File: config.mk
export PLATFORM = sky130hd
export DESIGN_NAME = keypad_scanner
export DESIGN_NICKNAME = d
export VERILOG_FILES = /design/src/rtl/keypad_scanner.sv
export SDC_FILE = /design/constraint.sdc
export NUM_CORES = 1
export LEC_CHECK = 0
export BUFFER_PORTS_ARGS = -buffer_cell sky130_fd_sc_hd__buf_2
export CORE_MARGIN = 4
export CORE_UTILIZATION = 59
export CTS_CLUSTER_DIAMETER = 40
export DETAILED_ROUTE_END_ITERATION = 7
export MAX_ROUTING_LAYER = met4
export PLACE_DENSITY = 0.82
export SYNTH_ARGS = -nofsm -noshare
export SYNTH_HDL_FRONTEND = slang
export SYNTH_SLANG_ARGS = --single-unit
File: constraint.sdc
create_clock -name clk -period 2.7 [get_ports clk]
set_clock_uncertainty 0.05 [all_clocks]
set_input_delay 0.405 -clock clk [delete_from_list [all_inputs] [get_ports clk]]
set_output_delay 0.405 -clock clk [all_outputs]
set_load 0.02 [all_outputs]
File: src/rtl/keypad_scanner.sv
// keypad_scanner: matrix keypad scanner with row synchronizer, press/release
// debounce and a one-cycle key_valid strobe carrying a row-major key code.
// Optional auto-repeat while a key is held: define KEYPAD_REPEAT_EN.
// Row r is sensed on bit ROWS-1-r, column c is driven on bit COLS-1-c.
module keypad_scanner #(
    parameter int ROWS            = 4,
    parameter int COLS            = 4,
    parameter int SCAN_CYCLES     = 100,
    parameter int DEBOUNCE_CYCLES = 1000,
    parameter int REPEAT_DELAY    = 50000,
    parameter int REPEAT_PERIOD   = 10000
) (
    input  logic                          clk,
    input  logic                          nRst,
    input  logic [ROWS-1:0]               row,
    output logic [COLS-1:0]               col,
    output logic [$clog2(ROWS*COLS)-1:0]  key_code,
    output logic                          key_valid,
    output logic                          key_held
);

    localparam int RW = (ROWS > 1) ? $clog2(ROWS) : 1;
    localparam int CW = (COLS > 1) ? $clog2(COLS) : 1;
    localparam int KW = $clog2(ROWS*COLS);
    localparam int SW = (SCAN_CYCLES > 1) ? $clog2(SCAN_CYCLES) : 1;
    localparam int DW = (DEBOUNCE_CYCLES > 1) ? $clog2(DEBOUNCE_CYCLES) : 1;

    typedef enum logic [1:0] {
        ST_SCAN     = 2'd0,
        ST_DEBOUNCE = 2'd1,
        ST_PRESSED  = 2'd2,
        ST_RELEASE  = 2'd3
    } state_t;

    // One-hot column drive pattern for column index c (column c on bit COLS-1-c)
    function automatic logic [COLS-1:0] col_onehot(input logic [CW-1:0] c);
        logic [COLS-1:0] v;
        v = '0;
        for (int i = 0; i < COLS; i++) begin
            v[COLS-1-i] = (CW'(i) == c);
        end
        return v;
    endfunction

    state_t             r_state;
    logic [COLS-1:0]    r_col;
    logic [CW-1:0]      r_cidx;
    logic [SW-1:0]      r_scnt;
    logic [DW-1:0]      r_dcnt;
    logic [RW-1:0]      r_lrow;
    logic [CW-1:0]      r_lcol;
    logic [KW-1:0]      r_code;
    logic               r_valid;
    logic               r_held;

    // Row synchronizer; the driven column index travels alongside so a
    // synchronized row sample is credited to the column that produced it.
    logic [ROWS-1:0]    r_row_m;
    logic [ROWS-1:0]    r_row_s;
    logic [CW-1:0]      r_cidx_m;
    logic [CW-1:0]      r_cidx_s;

    logic               w_rs_any;
    logic [RW-1:0]      w_first_row;
    logic               w_hit;
    logic [CW-1:0]      w_cidx_next;
    logic [KW-1:0]      w_code;

`ifdef KEYPAD_REPEAT_EN
    localparam int RMAX = (REPEAT_DELAY > REPEAT_PERIOD) ? REPEAT_DELAY : REPEAT_PERIOD;
    localparam int HW   = (RMAX > 1) ? $clog2(RMAX) : 1;
    logic [HW-1:0]      r_hcnt;
    logic               r_rep_armed;
    logic               w_rep_fire;
`endif

    // Two-flop synchronizer for row sense plus matching column-index delay line
    always_ff @(posedge clk or negedge nRst) begin
        if (!nRst) begin
            r_row_m  <= '0;
            r_row_s  <= '0;
            r_cidx_m <= '0;
            r_cidx_s <= '0;
        end else begin
            r_row_m  <= row;
            r_row_s  <= r_row_m;
            r_cidx_m <= r_cidx;
            r_cidx_s <= r_cidx_m;
        end
    end

    // Row decode: lowest pressed row index (MSB-first) and latched-row hit
    always_comb begin
        w_first_row = '0;
        w_hit       = 1'b0;
        for (int i = ROWS-1; i >= 0; i--) begin
            w_first_row = r_row_s[ROWS-1-i] ? RW'(i) : w_first_row;
        end
        for (int i = 0; i < ROWS; i++) begin
            w_hit = (RW'(i) == r_lrow) ? r_row_s[ROWS-1-i] : w_hit;
        end
    end

    assign w_rs_any    = |r_row_s;
    assign w_cidx_next = (r_cidx == CW'(COLS-1)) ? '0 : r_cidx + CW'(1);
    assign w_code      = KW'(r_lrow) * KW'(COLS) + KW'(r_lcol);

`ifdef KEYPAD_REPEAT_EN
    assign w_rep_fire = r_rep_armed ? (r_hcnt == HW'(REPEAT_PERIOD-1))
                                    : (r_hcnt == HW'(REPEAT_DELAY-1));
`endif

    // Scan / debounce / hold FSM with registered outputs
    always_ff @(posedge clk or negedge nRst) begin
        if (!nRst) begin
            r_state     <= ST_SCAN;
            r_col       <= col_onehot(CW'(0));
            r_cidx      <= '0;
            r_scnt      <= '0;
            r_dcnt      <= '0;
            r_lrow      <= '0;
            r_lcol      <= '0;
            r_code      <= '0;
            r_valid     <= 1'b0;
            r_held      <= 1'b0;
`ifdef KEYPAD_REPEAT_EN
            r_hcnt      <= '0;
            r_rep_armed <= 1'b0;
`endif
        end else begin
            r_valid <= 1'b0;
            case (r_state)
                ST_SCAN: begin
                    if (w_rs_any) begin
                        // Re-drive the column the sample came from and freeze it
                        r_lrow  <= w_first_row;
                        r_lcol  <= r_cidx_s;
                        r_cidx  <= r_cidx_s;
                        r_col   <= col_onehot(r_cidx_s);
                        r_scnt  <= '0;
                        r_dcnt  <= '0;
                        r_state <= ST_DEBOUNCE;
                    end else if (r_scnt == SW'(SCAN_CYCLES-1)) begin
                        r_scnt <= '0;
                        r_cidx <= w_cidx_next;
                        r_col  <= col_onehot(w_cidx_next);
                    end else begin
                        r_scnt <= r_scnt + SW'(1);
                    end
                end
                ST_DEBOUNCE: begin
                    if (!w_hit) begin
                        // Bounce: resume scanning from the latched column
                        r_scnt  <= '0;
                        r_dcnt  <= '0;
                        r_state <= ST_SCAN;
                    end else if (r_dcnt == DW'(DEBOUNCE_CYCLES-1)) begin
                        r_valid <= 1'b1;
                        r_code  <= w_code;
                        r_held  <= 1'b1;
                        r_dcnt  <= '0;
                        r_state <= ST_PRESSED;
                    end else begin
                        r_dcnt <= r_dcnt + DW'(1);
                    end
                end
                ST_PRESSED: begin
                    if (!w_hit) begin
                        r_dcnt      <= '0;
                        r_state     <= ST_RELEASE;
`ifdef KEYPAD_REPEAT_EN
                        r_hcnt      <= '0;
                        r_rep_armed <= 1'b0;
`endif
                    end else begin
`ifdef KEYPAD_REPEAT_EN
                        if (w_rep_fire) begin
                            r_valid     <= 1'b1;
                            r_hcnt      <= '0;
                            r_rep_armed <= 1'b1;
                        end else begin
                            r_hcnt <= r_hcnt + HW'(1);
                        end
`else
                        r_dcnt <= '0;
`endif
                    end
                end
                ST_RELEASE: begin
                    if (w_hit) begin
                        // Release bounce: back to holding, no new strobe
                        r_dcnt  <= '0;
                        r_state <= ST_PRESSED;
                    end else if (r_dcnt == DW'(DEBOUNCE_CYCLES-1)) begin
                        r_held  <= 1'b0;
                        r_dcnt  <= '0;
                        r_scnt  <= '0;
                        r_state <= ST_SCAN;
                    end else begin
                        r_dcnt <= r_dcnt + DW'(1);
                    end
                end
                default: begin
                    r_state <= ST_SCAN;
                    r_dcnt  <= '0;
                    r_scnt  <= '0;
                    r_held  <= 1'b0;
                end
            endcase
        end
    end

    assign col       = r_col;
    assign key_code  = r_code;
    assign key_valid = r_valid;
    assign key_held  = r_held;

endmodule

Word-level counts from Yosys, hierarchy flattened
Cells that the tools add are included.
Operators by class
  reductions and logical operators: 14
  equality and inequality tests: 24
  add/sub/neg operators: 4
  multiplexer cells: 39
Operator list (count)
  10-bit two-way mux: 4
  10-bit one-hot mux with 4 select lines: 1
  7-bit two-way mux: 5
  2-bit two-way mux: 13
  7-bit one-hot mux with 3 select lines: 1
  2-bit != test (second input constant): 7
  2-bit == test (first input constant): 6
  1-bit two-way mux: 11
  10-bit by 1-bit adder with 10-bit output (second input constant): 1
  10-bit == test (second input constant): 1
  2-bit logical NOT: 4
  4-bit two-way mux: 2
  2-bit one-hot mux with 4 select lines: 1
  4-bit AND reduction: 2
  7-bit by 1-bit adder with 7-bit output (second input constant): 1
  7-bit == test (second input constant): 1
  1-bit by 2-bit == test with 1-bit output (first input constant): 3
  2-bit == test (second input constant): 3
  3-bit != test (second input constant): 2
  5-bit AND reduction: 1
  4-bit by 2-bit adder with 4-bit output: 1
  2-bit AND reduction: 2
  2-bit nonzero test: 2
  4-bit OR reduction: 1
  5 further kinds: 5
Storage, ports and cells
  output and inout bits: 10
  word-level logic and storage cells: 95
  flip-flop bits (word level): 47
  input bits: 6

Depth between registers and ports, before layout
  depth after elaboration: 7
  gate-level depth with buffers: 6
  gate-level depth less buffers: 5

Worst setup path after synthesis
Ideal clock, no wire load.
  path type: register -> register
  start point: register r_dcnt[3]
  end point: register r_code[0], in the netlist key_code[0]
  setup time: 125 ps
  path buffers: 0
  period minus slack after synthesis: 2056 ps
  required time: 2525 ps
  stages on the path, launching flop included: 5
  arrival: 1881 ps
  path slack: 644 ps
  cell sequence: dfrtp_1 or3b_4 or4_4 nor3b_4 mux2_2
Between the ends
  longest elaborated chain between the ends: 2
RTL lines
  start, declared: RTL line 49  | logic [DW-1:0] r_dcnt;
  start signal, assigned: RTL line 164  | r_dcnt <= r_dcnt + DW'(1);
  start signal, assigned: RTL line 200  | r_dcnt <= r_dcnt + DW'(1);
  10-bit == test: RTL line 157  | end else if (r_dcnt == DW'(DEBOUNCE_CYCLES-1)) begin
  3-bit AND reduction (no line)
  end signal, assigned: RTL line 159  | r_code <= w_code;
  end, declared: RTL line 52  | logic [KW-1:0] r_code;
No other way between the ends.
A chain may end at the register's enable or synchronous reset.

Worst setup path in the final report
  start point: register r_lrow[0]
  end point: register r_dcnt[4]
Between the ends
  longest elaborated chain between the ends: 7
  elaborated cells between the ends (all ways): 11
  classes of those cells: 3 x eq/ne; 7 x mux; 1 x reduce/logical
RTL lines
  start, declared: RTL line 50  | logic [RW-1:0] r_lrow;
  start signal, assigned: RTL line 136  | r_lrow <= w_first_row;
  2-bit logical NOT: RTL line 100  | w_hit = (RW'(i) == r_lrow) ? r_row_s[ROWS-1-i] : w_hit;
  1-bit two-way mux (3 in series): RTL line 100
  1-bit two-way mux *: RTL line 100
  10-bit two-way mux (on tied branches): RTL line 190, 152
  10-bit one-hot mux with 4 select lines *: RTL line 132  | case (r_state)
Every way passes the cells marked *; elsewhere a longest branch is shown, timed or not.

==> impl_metrics.yaml <==
grt:
  grtUsageMet1: 0.2557
  grt-ovfl-total: 0
  grt_first_pass_wirelength_um: 6768
  track_usage: 0.2039
  grt_max_degree: 48
  busiest_layer: "met2"
  grt_util_met2: 0.3129
  antenna_found_initial: 0
  grt_pass1_vias: 1511
  met3_usage: 0.04105
pwr:
  power_leakage_uw: 0.001060
  power.internal_uw: 1163
  seqPwrFrac: 0.517
  powerDensity_nw_per_um2: 771.8
  total_power_uw: 1795
  combPwrFrac: 0.296
  ir_drop_uv: 650.8
  p_switching_uw: 631.9
  p_clk_frac: 0.187
  swShare: 0.3520
cells_and_area:
  final_cell_mix: "46 x dfrtp_1, 16 x mux2_2, 15 x buf_2"
  antenna_cells: 0
  nets: 208
  nFillCells: 239
  area_growth_pct: 8.270
  post-route-util: 0.6810
  stdcell_count: 246
  drive_gt1_frac: 0.2500
  mostFrequentLayoutCell: "dfrtp_1"
placed_design:
  placed_cells: 238
  hpwl_um: 2734
  gp_congestion: 0.8028
  port_buffers: 15
  pre_cts_slack_ps: 354.8
floorplanning:
  io_pins: 16
  die_area_um2: 4670
  rows: 21
  initial_core_util: 0.6289
  core_um2: 3416
  fp.dieH_um: 68.34
  die_x_um: 68.34
yosys:
  yosysWarnings: 0
  syn_nets: 189
  synthAdderAreaFrac: 0.01747
  synth.area.mux_share: 0.1101
  synthArstFlopShare: 1.000
  synth_cell_types: 47
  synth-compound-area-share: 0.1380
  syn_area_um2: 2148
  syn_inst: 180
  syn-mean-instance-area_um2: 11.94
  yosysSeqAreaShare: 0.5480
  ys_ff_latch: 47
  synth_top_family_by_area: "simple AND/OR/NAND/NOR gates"
  yosysTopAreaCell: "dfrtp_1"
  synth_xor_area_frac: 0.01165
  synth_area_leaders: "dfrtp_1 54%, mux2_2 8.4%, nand2_1 2.3%"
  synth_ff_type: "dfrtp_1"
  yosysTopAreaCellShare: 0.5358
  synth_edf_count: 0
  yosys.area_share.simple: 0.1538
sta:
  worstMarginPinSlew_ps: 999.7
  final_hold_viol_count: 0
  min_period_ps: 2382
  max_freq_mhz: 419.7
  tns_ps: 0
  setup_violations: 0
  fin_ws_ps: 317.6
  rsz0062_at_grt: "false"
  max-slew-margin-rel: 0.3335
  finalCritPeriodShare: 0.8824
  finalMaxSlewViolations: 0
detailed_routing:
  via_per_inst: 6.024
  wl_um: 3885
  via_count: 1482
  antenna_left: 0
  drc: 0
  wl_per_cell_um: 15.79
  dr.pass1.iters: 4
  drtIter0Drc: 126
clocking:
  cts.sinks: 47
  numCtsBuffers: 5
  tritoncts: "done"
  cts_hold_buf: 0
  clk_path_buf_depth: 2
  cts_resized: 0
  cts-htree-levels: 2
  clk_latency_ps: 360
  cts_setup_buffers: 0
  clk_pin_slew_ps: 150
  root_buffer: "clkbuf_4"
worst_hold_path:
  worstHoldPathType: "input pin to register"
run_status:
  status: "complete, no violations"
worst_setup_path:
  end_kind: "register"
  rrSetupSlack_ps: 320
  worstSetupPathType: "register to register"
  crit_arrival_ps: 2600
  critPathMaxFanout: 16
  start_kind: "register"
  cp_data_required_time_ps: 2920
flow_run:
  cap_violations: 0
-- state kept, by name (all words and copies together), names as in the netlist, 4 cells and up, named ones only --
| signal | count |
|---|---|
| r_scnt | 7 |
| key_code | 4 |
| col | 4 |
| r_row_m | 4 |
| r_dcnt | 10 |
| r_row_s | 4 |
-- final timing paths --
| kind | from | endpoint | cells past startpoint |
|---|---|---|---|
| max | r_lrow[0] | r_dcnt[4] | 4 |
| min | row[1] | r_row_m[1] | 1 |
| max reg2reg | r_lrow[0] | r_dcnt[4] | 4 |
| min reg2reg | r_row_m[1] | r_row_s[1] | 0 |
| max in group asynchronous | nRst | r_lcol[1] | 1 |
| min in group asynchronous | nRst | r_dcnt[7] | 1 |
-- stage by stage --
step | hold WS (ps) | cell area [um^2]
finish | 93.28 | 2326
global route | 67.47 | 2326
CTS | 75.71 | 2326
detailed placement | 295.1 | 2266
global placement | 282.4 | 2266
floorplan | 59.41 | 2148
-- power by group through the flow --
stage | clock network (uW) | registers (uW) | logic (uW)
after floorplan | 0 | 943 | 384
after global placement | 0 | 926 | 504
after detailed placement | 0 | 939 | 532
after CTS | 346 | 927 | 537
after global routing | 380 | 941 | 587
final | 336 | 927 | 531
-- layout make-up --
class	count	area, um^2	area share
Timing Repair Buffer	17	90.09	0.03873
Multi-Input combinational cell	124	925.9	0.3981
Inverter	4	15.01	0.006455
Clock buffer	5	37.54	0.01614
Tap cell	46	57.56	0.02474
Clock inverter	3	22.52	0.009683
Sequential cell	47	1177	0.5062
-- kinds of logic after synthesis --
group	count (synthesis)
AOI/OAI and AO/OA	41
and+or+nand+nor	58
DFF	47
buffers and inverters	9
adders and majority gates	3
muxes	20
xor gates and xnor gates	2
-- routing by layer --
| layer | up-vias | part of all wire |
|---|---|---|
| met4 | 0 | 0.028 |
| li1 | 721 | - |
| met1 | 716 | 0.44 |
| met2 | 36 | 0.49 |
| met5 | - | 0 |
| met3 | 9 | 0.044 |
-- critical path, stage by stage (launching register included) --
cell and delay, ps:
dfrtp_1 420, mux4_1 720, xnor2_2 610, nor2_1 150
a221o_1 350
-- Yosys cell counts, types with 3 or more instances --
library cell,count
a311oi_1,3
nor2_1,13
nand2b_1,3
nand3_1,5
a21oi_1,5
nor4_1,5
and3_1,3
o21a_1,3
mux2i_1,3
nand2_1,13
nor4b_1,4
o21ai_0,5
ha_1,3
a21o_1,3
o31ai_1,4
dfrtp_1,46
a31oi_1,4
inv_1,4
clkbuf_1,3
mux2_2,16
Note: power is estimated with default switching activity, not from simulation.
